--- src/rtl/uart_pkg.sv ---
// uart_pkg: shared definitions for the UART packet framer.
//   fsm_state_t    - framer state encoding (LOAD / SEND / WAIT)
//   DEFAULT_HEADER - default start-of-frame byte
//   CRC8_POLY      - CRC-8 polynomial (x^8 + x^2 + x + 1)
//   crc8_step      - one byte of CRC-8, MSB-first, no reflection
package uart_pkg;

  typedef enum logic [1:0] {
    ST_LOAD = 2'd0,
    ST_SEND = 2'd1,
    ST_WAIT = 2'd2
  } fsm_state_t;

  localparam logic [7:0] DEFAULT_HEADER = 8'hA5;
  localparam logic [7:0] CRC8_POLY      = 8'h07;

  function automatic logic [7:0] crc8_step(input logic [7:0] crc, input logic [7:0] data);
    logic [7:0] c;
    c = crc ^ data;
    for (int i = 0; i < 8; i++) begin
      c = c[7] ? ((c << 1) ^ CRC8_POLY) : (c << 1);
    end
    return c;
  endfunction

endpackage

--- src/rtl/uart_frame_buf.sv ---
// uart_frame_buf: MAX_LEN x 8 payload register buffer.
//   clk, rst_n  - clock, asynchronous active-low reset (clears the count)
//   wr_en       - write wr_data at position cnt, then increment cnt
//   wr_data     - payload byte
//   clr         - return cnt to zero (frame finished)
//   rd_addr     - combinational read address; out-of-range reads return 0
//   rd_data     - byte at rd_addr
//   cnt         - number of bytes written since the last clear
module uart_frame_buf #(
  parameter int MAX_LEN = 16
) (
  input  logic       clk,
  input  logic       rst_n,
  input  logic       wr_en,
  input  logic [7:0] wr_data,
  input  logic       clr,
  input  logic [7:0] rd_addr,
  output logic [7:0] rd_data,
  output logic [7:0] cnt
);

  localparam int AW = (MAX_LEN > 1) ? $clog2(MAX_LEN) : 1;

  // Storage is rounded up to a power of two so every address slice is in range.
  logic [7:0] mem [2**AW];

  always_ff @(posedge clk or negedge rst_n) begin
    if (!rst_n) begin
      cnt <= 8'd0;
    end else if (clr) begin
      cnt <= 8'd0;
    end else if (wr_en) begin
      cnt <= cnt + 8'd1;
    end
  end

  // Payload contents need no reset: cnt gates what is ever read back.
  always_ff @(posedge clk) begin
    if (wr_en) begin
      mem[cnt[AW-1:0]] <= wr_data;
    end
  end

  assign rd_data = (32'(rd_addr) < MAX_LEN) ? mem[rd_addr[AW-1:0]] : 8'h00;

endmodule

--- src/rtl/uart_tx_framer.sv ---
// uart_tx_framer: buffers a client payload, then drives a byte-level UART
// transmitter with HEADER, LEN, payload bytes and a check byte.
// Optional feature macro: UART_FRAME_CRC8_EN selects a CRC-8 check byte
// (poly 0x07, init 0, over LEN then payload); otherwise the check byte is
// (LEN + sum of payload) mod 256.
// Ports:
//   sclk, rst_n   - clock, asynchronous active-low reset
//   wr_data_i     - payload byte; wr_en_i valid; wr_last_i marks final byte
//   wr_ready_o    - high in LOAD; a byte transfers on wr_en_i & wr_ready_o
//   tx_data_o     - byte to the transmitter, stable until its completion
//   tx_en_o       - one-cycle start pulse per byte
//   tx_done_i     - one-cycle completion pulse, honoured only in WAIT
//   busy_o        - frame transmission in progress
//   frame_done_o  - pulse when the check byte completes
//   trunc_o       - pulse when the frame closes at MAX_LEN without wr_last_i
//   state_dbg     - current FSM state (fsm_state_t encoding)
// Handshake: the payload side is valid/ready (transfer when both are high in
// the same cycle); the transmitter side is pulse-based: tx_en_o starts a byte
// and the next byte is issued only after tx_done_i is seen in WAIT.
module uart_tx_framer
  import uart_pkg::*;
#(
  parameter int         MAX_LEN = 16,
  parameter logic [7:0] HEADER  = DEFAULT_HEADER
) (
  input  logic       sclk,
  input  logic       rst_n,
  input  logic [7:0] wr_data_i,
  input  logic       wr_en_i,
  input  logic       wr_last_i,
  output logic       wr_ready_o,
  output logic [7:0] tx_data_o,
  output logic       tx_en_o,
  input  logic       tx_done_i,
  output logic       busy_o,
  output logic       frame_done_o,
  output logic       trunc_o,
  output logic [1:0] state_dbg
);

  fsm_state_t state_q, state_d;
  logic [8:0] idx_q, idx_d;     // frame byte index, up to len+2 (257 max)
  logic [7:0] len_q, len_d;
  logic [7:0] chk_q;
  logic [7:0] cnt, rd_addr, rd_data;
  logic       buf_wr, buf_clr, close, load_tx;
  logic       tx_en_d, fdone_d, trunc_d;
  logic [7:0] tx_data_d, byte_sel, check_byte;

  uart_frame_buf #(.MAX_LEN(MAX_LEN)) u_buf (
    .clk     (sclk),
    .rst_n   (rst_n),
    .wr_en   (buf_wr),
    .wr_data (wr_data_i),
    .clr     (buf_clr),
    .rd_addr (rd_addr),
    .rd_data (rd_data),
    .cnt     (cnt)
  );

  assign state_dbg = state_q;

  always_comb begin
    state_d = state_q;
    idx_d   = idx_q;
    len_d   = len_q;
    buf_wr  = 1'b0;
    buf_clr = 1'b0;
    close   = 1'b0;
    load_tx = 1'b0;
    tx_en_d = 1'b0;
    fdone_d = 1'b0;
    trunc_d = 1'b0;
    case (state_q)
      ST_LOAD: begin
        buf_wr = wr_en_i & wr_ready_o;
        // Every close accompanies an accepted byte, so len is never zero.
        if (buf_wr && (wr_last_i || (({1'b0, cnt} + 9'd1) == 9'(MAX_LEN)))) begin
          close   = 1'b1;
          len_d   = cnt + 8'd1;
          idx_d   = 9'd0;
          state_d = ST_SEND;
          load_tx = 1'b1;
          tx_en_d = 1'b1;
          trunc_d = ~wr_last_i;
        end
      end
      ST_SEND: begin
        state_d = ST_WAIT;
      end
      ST_WAIT: begin
        if (tx_done_i) begin
          if (idx_q == ({1'b0, len_q} + 9'd2)) begin
            fdone_d = 1'b1;
            buf_clr = 1'b1;
            state_d = ST_LOAD;
          end else begin
            idx_d   = idx_q + 9'd1;
            state_d = ST_SEND;
            load_tx = 1'b1;
            tx_en_d = 1'b1;
          end
        end
      end
      default: state_d = ST_LOAD;
    endcase
  end

`ifdef UART_FRAME_CRC8_EN
  // The CRC walks the buffer in the idle cycles of SEND/WAIT; the read port
  // is lent to the transmit path only on the cycle a byte is loaded.
  logic [7:0] crc_pos;
  logic       crc_step;
  assign crc_step   = (state_q != ST_LOAD) && !load_tx && (crc_pos < len_q);
  assign rd_addr    = load_tx ? 8'(idx_d - 9'd2) : crc_pos;
  assign check_byte = chk_q;
`else
  assign rd_addr    = 8'(idx_d - 9'd2);
  assign check_byte = len_q + chk_q;
`endif

  always_comb begin
    if (idx_d == 9'd0) begin
      byte_sel = HEADER;
    end else if (idx_d == 9'd1) begin
      byte_sel = len_d;
    end else if (idx_d == ({1'b0, len_d} + 9'd2)) begin
      byte_sel = check_byte;
    end else begin
      byte_sel = rd_data;
    end
  end

  assign tx_data_d = load_tx ? byte_sel : tx_data_o;

  always_ff @(posedge sclk or negedge rst_n) begin
    if (!rst_n) begin
      state_q      <= ST_LOAD;
      idx_q        <= 9'd0;
      len_q        <= 8'd0;
      chk_q        <= 8'd0;
      tx_en_o      <= 1'b0;
      tx_data_o    <= 8'h00;
      wr_ready_o   <= 1'b1;
      busy_o       <= 1'b0;
      frame_done_o <= 1'b0;
      trunc_o      <= 1'b0;
`ifdef UART_FRAME_CRC8_EN
      crc_pos      <= 8'd0;
`endif
    end else begin
      state_q      <= state_d;
      idx_q        <= idx_d;
      len_q        <= len_d;
      tx_en_o      <= tx_en_d;
      tx_data_o    <= tx_data_d;
      wr_ready_o   <= (state_d == ST_LOAD);
      busy_o       <= (state_d != ST_LOAD);
      frame_done_o <= fdone_d;
      trunc_o      <= trunc_d;
      if (fdone_d) begin
        chk_q <= 8'd0;
`ifdef UART_FRAME_CRC8_EN
      end else if (close) begin
        chk_q   <= crc8_step(8'h00, len_d);
        crc_pos <= 8'd0;
      end else if (crc_step) begin
        chk_q   <= crc8_step(chk_q, rd_data);
        crc_pos <= crc_pos + 8'd1;
`else
      end else if (buf_wr) begin
        chk_q <= chk_q + wr_data_i;
`endif
      end
    end
  end

endmodule
--- config.mk ---
export PLATFORM = sky130hd
export DESIGN_NAME = uart_tx_framer
export DESIGN_NICKNAME = d
export VERILOG_FILES = /design/src/rtl/uart_pkg.sv /design/src/rtl/uart_frame_buf.sv /design/src/rtl/uart_tx_framer.sv
export SDC_FILE = /design/constraint.sdc
export NUM_CORES = 1
export LEC_CHECK = 0
export CORE_MARGIN = 1
export CORE_UTILIZATION = 58
export CTS_BUF_LIST = sky130_fd_sc_hd__clkbuf_16
export CTS_CLUSTER_DIAMETER = 30
export DETAILED_ROUTE_END_ITERATION = 8
export HOLD_SLACK_MARGIN = 0.12
export PLACE_DENSITY = 0.79
export SYNTH_ARGS = -nofsm -noshare
export SYNTH_HDL_FRONTEND = slang
export SYNTH_HIERARCHICAL = 1
export SYNTH_SLANG_ARGS = --single-unit
--- constraint.sdc ---
create_clock -name sclk -period 5.55 [get_ports sclk]
set_clock_uncertainty 0.1 [all_clocks]
set_input_delay 0.8325 -clock sclk [delete_from_list [all_inputs] [get_ports sclk]]
set_output_delay 0.8325 -clock sclk [all_outputs]
set_load 0.05 [all_outputs]
### Yosys cells after proc, flatten, opt, wreduce, memory -nomap -nowiden

Memory sizes are Yosys's and may differ from the RTL's.
Cells that the tools add are included.

| operators by class | value |
|---|---|
| add/subtract/negate cells | 8 |
| $mul | 0 |
| div/mod/pow operators | 0 |
| $lt $le $gt $ge | 1 |
| eq/ne operators | 6 |
| shift operators | 0 |
| multiplexer cells | 30 |
| bitwise operators | 2 |
| reduce and logical (&&, ||, !) cells | 7 |

Operators with widths:

| operator | number |
|---|---|
| 8-bit 2-to-1 mux | 10 |
| 9-bit 2-to-1 mux | 3 |
| 8-bit by 2-bit adder with 9-bit output, second input constant | 2 |
| 9-bit == test | 2 |
| 9-bit case mux with 2 select lines | 1 |
| 8-bit adder | 2 |
| 1-bit 2-to-1 mux | 12 |
| 8-bit by 1-bit adder with 9-bit output, second input constant | 1 |
| 9-bit by 1-bit adder with 9-bit output, second input constant | 1 |
| 9-bit by 1-bit == test with 1-bit output, second input constant | 1 |
| 9-bit by 5-bit == test with 1-bit output, second input constant | 1 |
| 9-bit zero test | 1 |
| 8-bit by 1-bit adder with 8-bit output, second input constant | 1 |
| 8-bit by 5-bit less-than comparator with 1-bit output, second input constant | 1 |
| 8-bit by 2-bit subtractor with 8-bit output, second input constant | 1 |
| 2-bit case mux with 3 select lines | 1 |
| 2-bit zero test | 2 |
| 2-bit 2-to-1 mux | 2 |
| 2-bit nonzero test | 2 |
| 2-bit by 1-bit == test with 1-bit output, second input constant | 1 |
| 2-bit == test, second input constant | 1 |
| 1-bit case mux with 2 select lines | 1 |
| 1-bit bitwise AND | 1 |
| 1-bit logical AND | 1 |
| other kinds (2) | 2 |

| word-level totals | value |
|---|---|
| register bits | 48 |
| latch bits | 0 |
| bits in writable memories | 128 |
| bits in read-only memories | 0 |
| logic and storage cells | 66 |
| memories kept | 1 |

Memories:

| memory | depth | width | rd ports | clocked after memory_dff | wr ports | line | source |
|---|---|---|---|---|---|---|---|
| u_buf.mem | 16 | 8 | 1 | 0 | 1 | uart_frame_buf.sv:25 | `logic [7:0] mem [2**AW];` |

### Depth between registers and ports, before layout

Gate-level depths: netlist (run 1).

| logic depth | value |
|---|---|
| depth after elaboration | 12 |
| gate-level depth with buffers | 21 |
| depth with buffers taken out | 18 |

### By module

The synthesis (run 1) kept the hierarchy.

Modules (own cells, without submodules):

| module | times used | cells an instance | area an instance (um^2) | seq. area each (um^2) |
|---|---|---|---|---|
| uart_frame_buf | 1 | 302 | 5524.0 | 4043.9 |
| uart_tx_framer | 1 | 410 | 3549.7 | 1002.2 |

### Worst setup path after synthesis (run 1)

No wires, ideal clock.

| timing path | value |
|---|---|
| kind | reg-to-reg |
| start point | reg u_buf.cnt[0] |
| end point | reg tx_data_o[0] |
| library setup time | 0.123 ns |
| arrival time | 3.947 ns |
| data required time | 5.327 ns |
| path slack | 1.380 ns |
| stages on the path, launching flop included | 16 |
| buffers on the path | 3 |
| period minus slack after synthesis | 4.170 ns |
| cells stage by stage | dfrtp_1 ha_1 nand2_1 nor4_4 a21o_1 nand2_1 clkbuf_1 buf_1 o21ai_0 ha_1 xnor2_1 xnor2_1 or4b_1 or4b_1 buf_2 o221a_1 |

| between the ends | value |
|---|---|
| elaborated cells on any way between the ends | 22 |
| classes of those cells | add/sub (4); order compare (1); eq/ne (3); mux (10); reduce/logical (3); memory (1) |

RTL lines:

| what | line | source |
|---|---|---|
| start, declared | uart_frame_buf.sv:19 | `output logic [7:0] cnt` |
| start signal, assigned | uart_frame_buf.sv:33 | `cnt <= cnt + 8'd1;` |
| 8-bit by 1-bit adder with 9-bit output | uart_tx_framer.sv:78 | `if (buf_wr && (wr_last_i \|\| (({1'b0, cnt} + 9'd1) == 9'(MAX_LEN)))) begin` |
| 9-bit by 5-bit == test with 1-bit output | uart_tx_framer.sv:78 |  |
| 1-bit logical OR | uart_tx_framer.sv:78 |  |
| 1-bit logical AND | uart_tx_framer.sv:78 |  |
| 8-bit 2-to-1 mux (*) | uart_tx_framer.sv:78 |  |
| 8-bit 2-to-1 mux (*) | uart_tx_framer.sv:74 | `case (state_q)` |
| net len_d[2] | uart_tx_framer.sv:43 | `logic [7:0] len_q, len_d;` |
| 8-bit by 2-bit adder with 9-bit output (*) | uart_tx_framer.sv:127 | `end else if (idx_d == ({1'b0, len_d} + 9'd2)) begin` |
| 9-bit == test (*) | uart_tx_framer.sv:127 |  |
| 8-bit 2-to-1 mux (*) | uart_tx_framer.sv:127 |  |
| 8-bit 2-to-1 mux (*) | uart_tx_framer.sv:125 | `end else if (idx_d == 9'd1) begin` |
| 8-bit 2-to-1 mux (*) | uart_tx_framer.sv:123 | `if (idx_d == 9'd0) begin` |
| end signal, assigned | uart_tx_framer.sv:156 | `tx_data_o <= tx_data_d;` |
| end, declared | uart_tx_framer.sv:32 | `output logic [7:0] tx_data_o,` |

Mark *: on every way through the listed nets, which the timed path passes. The rest lies on a longest branch.
A chain may end at the register's enable or synchronous reset.

### Worst setup path after layout (run 1)

| timing path | value |
|---|---|
| start point | reg len_q[1] |
| end point | reg tx_data_o[3] |

| between the ends | value |
|---|---|
| cells in the longest elaborated chain, start to end | 11 |
| elaborated cells on any way between the ends | 22 |
| classes of those cells | add/sub (4); order compare (1); eq/ne (3); mux (12); reduce/logical (1); memory (1) |

Ends and longest elaborated chain:

| what | line | source |
|---|---|---|
| start, declared | uart_tx_framer.sv:43 |  |
| start signal, assigned | uart_tx_framer.sv:154 | `len_q <= len_d;` |
| 8-bit by 2-bit adder with 9-bit output | uart_tx_framer.sv:93 | `if (idx_q == ({1'b0, len_q} + 9'd2)) begin` |
| 9-bit == test | uart_tx_framer.sv:93 |  |
| 9-bit 2-to-1 mux | uart_tx_framer.sv:93 |  |
| 9-bit 2-to-1 mux | uart_tx_framer.sv:92 | `if (tx_done_i) begin` |
| 9-bit case mux with 2 select lines | uart_tx_framer.sv:74 |  |
| net idx_d[6] | uart_tx_framer.sv:42 | `logic [8:0] idx_q, idx_d;` |
| 8-bit by 2-bit subtractor with 8-bit output | uart_tx_framer.sv:118 | `assign rd_addr = 8'(idx_d - 9'd2);` |
| net rd_addr[7] | uart_tx_framer.sv:45 | `logic [7:0] cnt, rd_addr, rd_data;` |
| 8-bit by 5-bit less-than comparator with 1-bit output | uart_frame_buf.sv:44 | `assign rd_data = (32'(rd_addr) < MAX_LEN) ? mem[rd_addr[AW-1:0]] : 8'h00;` |
| 8-bit 2-to-1 mux | uart_frame_buf.sv:44 |  |
| net rd_data[3] | uart_tx_framer.sv:45 |  |
| 8-bit 2-to-1 mux | uart_tx_framer.sv:127 |  |
| 8-bit 2-to-1 mux | uart_tx_framer.sv:125 |  |
| 8-bit 2-to-1 mux | uart_tx_framer.sv:123 |  |

The timed path passes the listed nets, and every way through them passes these cells.

==> results of run 1 <==
==> through the flow <==
| stage | hold WS [ns] | total power, mW | std cells | worst slack (ns) | cell area [sq um] |
|---|---|---|---|---|---|
| floorplan | 0.365 | 3.28 | 712 | 1.38 | 9070 |
| global placement | 0.383 | 3.76 | 929 | 0.855 | 9490 |
| detailed placement | 0.400 | 3.81 | 929 | 0.588 | 9490 |
| CTS | 0.409 | 5.02 | 961 | 0.588 | 10100 |
| global route | 0.440 | 5.26 | 961 | 0.158 | 10100 |
| finish | 0.412 | 5.03 | 961 | 0.450 | 10100 |
==> worst reg2reg max path: stages, from the launching register on <==
cell and delay, ns:
dfrtp_1 0.48, ha_1 0.29, and3_1 0.19, a211o_1 0.27, a31oi_1 0.85, o211ai_1 0.35
o21ai_0 0.60, nor3_1 0.14, xor2_1 0.17, nor4_1 0.40, and2_1 0.54, a22oi_1 0.18
o211ai_1 0.19, inv_1 0.06, o221ai_1 0.20
==> where the power goes <==
group          total [mW]  internal, mW  switching (mW)
clock network        1.19         0.678           0.515
logic                2.04         0.821            1.22
registers            1.80          1.58           0.218
total                5.03          3.08            1.95
==> final timing paths <==
check                      slack, ns      endpoint     start  cells past startpoint
max reg2reg                     0.45  tx_data_o[3]  len_q[1]                     14
max                             0.45  tx_data_o[3]  len_q[1]                     14
min reg2reg                     0.41      chk_q[7]  chk_q[7]                      1
min                             0.41      chk_q[7]  chk_q[7]                      1
min in group asynchronous       0.53      idx_q[4]     rst_n                      1
max in group asynchronous       4.11  u_buf/cnt[3]     rst_n                      1
==> synthesized netlist by cell type, types with 7 or more instances <==
cell / number / area [sq um]
inv_1: 32 / 120
a21oi_1: 20 / 100
nand4_1: 7 / 43.8
a21o_1: 7 / 52.6
nor2_1: 40 / 150
buf_2: 9 / 45.0
mux4_2: 22 / 495
xor2_1: 17 / 149
o21ai_0: 21 / 105
nor3_1: 13 / 65.1
buf_4: 7 / 52.6
nand3_1: 35 / 175
and3_1: 9 / 56.3
mux2i_1: 25 / 250
xnor2_1: 32 / 280
nand2b_1: 12 / 75.1
a22oi_1: 17 / 128
clkbuf_1: 9 / 33.8
dfrtp_1: 47 / 1180
o211ai_1: 14 / 105
edfxtp_1: 128 / 3840
nand2_1: 50 / 188
ha_1: 23 / 288
==> cell type report <==
| type | count | share of cell area (%) |
|---|---|---|
| Clock buffer | 19 | 4.72 |
| Multi-Input combinational cell | 466 | 36.5 |
| Sequential cell | 176 | 50.1 |
| Inverter | 35 | 1.30 |
| Tap cell | 211 | 2.62 |
| Clock inverter | 13 | 1.18 |
| Timing Repair Buffer | 41 | 3.67 |
==> kinds of logic after synthesis <==
group,count (synthesis)
AOI/OAI and AO/OA,138
and+or+nand+nor,201
DFF,176
buffers and inverters,70
xor gates and xnor gates,50
adders and majority gates,25
muxes,52
==> flip-flops by register name, indices dropped and copies added (netlist names) <==
signal        cells
tx_data_o         8
state_dbg         2
wr_ready_o        1
busy_o            1
idx_q             9
trunc_o           1
u_buf/mem       128
len_q             8
chk_q             8
tx_en_o           1
u_buf/cnt         8
frame_done_o      1
==> routing by layer <==
layer,GRT usage (%),wire (microns),vias to the layer above
met5,0,0,-
met1,39.1,9000,3096
li1,-,-,2744
met3,6.78,1860,53
met4,13.0,750,0
met2,47.1,10700,310
==> impl_metrics.ini, run 1 <==
[synthesis]
syn-instance-count = 712
synth-seq-cells = 176
synth_xor_area_share_pct = 4.98
syn_nets = 750
ys_seq_area_share_pct = 55.6
synthAdderAreaFrac_pct = 3.61
netlist_area_sq_um = 9070
synth_compound_area_share_pct = 11.1
muxShareOfSynthArea_pct = 9.28
synth_cell_types = 82
synth-simple-area-share_pct = 11.5
synth_top_family_by_area = simple AND/OR/NAND/NOR gates
async_flop_share_pct = 27.3
synth_ff_type = edfxtp_1
synth_edf_count = 128
synth_warnings = 6
postSynthAreaPerCell_sq_um = 12.7

[route]
drc_errors = 0
wl_per_cell_microns = 23.3
drt_pass1_iterations = 6
detail-route-antenna-nets = 0
drt-initial-drc-count = 654
route.vias.total = 6203
via_per_inst = 6.45
routed_wirelength_microns = 22300

[flow_run]
cap_violations = 0

[hold_path]
worstHoldPathType = reg2reg

[cts]
tritoncts = done
holdBufCountCts = 0
h-tree-depth = 4
cts_root_buffer = clkbuf_16
numClockSinks = 176
cts_buffers = 17
post_cts_buffers = 0
clkTransAtPathRegs_ns = 0.07
clk_latency_ns = 0.43
clockBufferDepth = 2
cts_resized = 0

[placed_design]
gp_congestion = 0.900
io_buffers = 27
dp_hpwl_microns = 15400

[layout]
antenna_cells = 0
nFillCells = 1091
regArea_sq_um = 5050
final_common_cell = edfxtp_1
area_growth_pct = 11.1
fin_util_pct = 66.1
drive_above_1_share_pct = 12.7
final_nets = 775
multi_input_area_sq_um = 3670
layout_common_cells = edfxtp_1 (128), nand2_1 (50), dfrtp_1 (47)

[floorplanning]
start_util_pct = 59.5
rows = 45
die_y_microns = 127
core_sq_um = 15300
dieArea_sq_um = 16100
num_io_pins = 28
dieWidth_microns = 127

[sta]
finalHoldViolations = 0
rsz0062_at_grt = false
tightest_slew_ns = 1.19
setup_viol = 0
slew_headroom_pct = 20.3
slew_viol_final = 0
period_share_pct = 91.9
fmax_mhz = 196
layout_min_cycle_time_ns = 5.10
setup_tns_ns = 0

[critical_path]
worst-setup-path-type = reg2reg
crit_family = compound AO/OA/AOI/OAI gates
crit_arrival_ns = 5.34
slowest_delay_ns = 0.85
slowest_stage = a31oi_1
cp-start-kind = register
worstPathRequired_ns = 5.79
cp-end-kind = register
cpMostUsedCell = o211ai_1
path_max_fanout = 16
path_cells = ha_1, and3_1, a211o_1, a31oi_1, o211ai_1, o21ai_0, nor3_1, xor2_1, nor4_1, and2_1, a22oi_1, o211ai_1, inv_1, o221ai_1
crit_buf_inv = 1

[outcome]
outcome = complete, no violations

[global_routing]
grt_max_degree = 49
antenna_found_initial = 0
grt_pass1_vias = 6103
grt_first_pass_wirelength_microns = 34400
track_usage_pct = 29.5
grt_overflow_total = 0

[pwr]
vdd_drop_max_v = 0.000343
pwr_density_cell_nw_per_um2 = 499
p_leak_nw = 3.64
(Power assumes the default switching activity.)
==> run 2, diff against run 1 <==
CORE_MARGIN = default   (was 1)
==> results of run 2 <==
No change in the layout: final DEF, timing and power equal those of run 1.
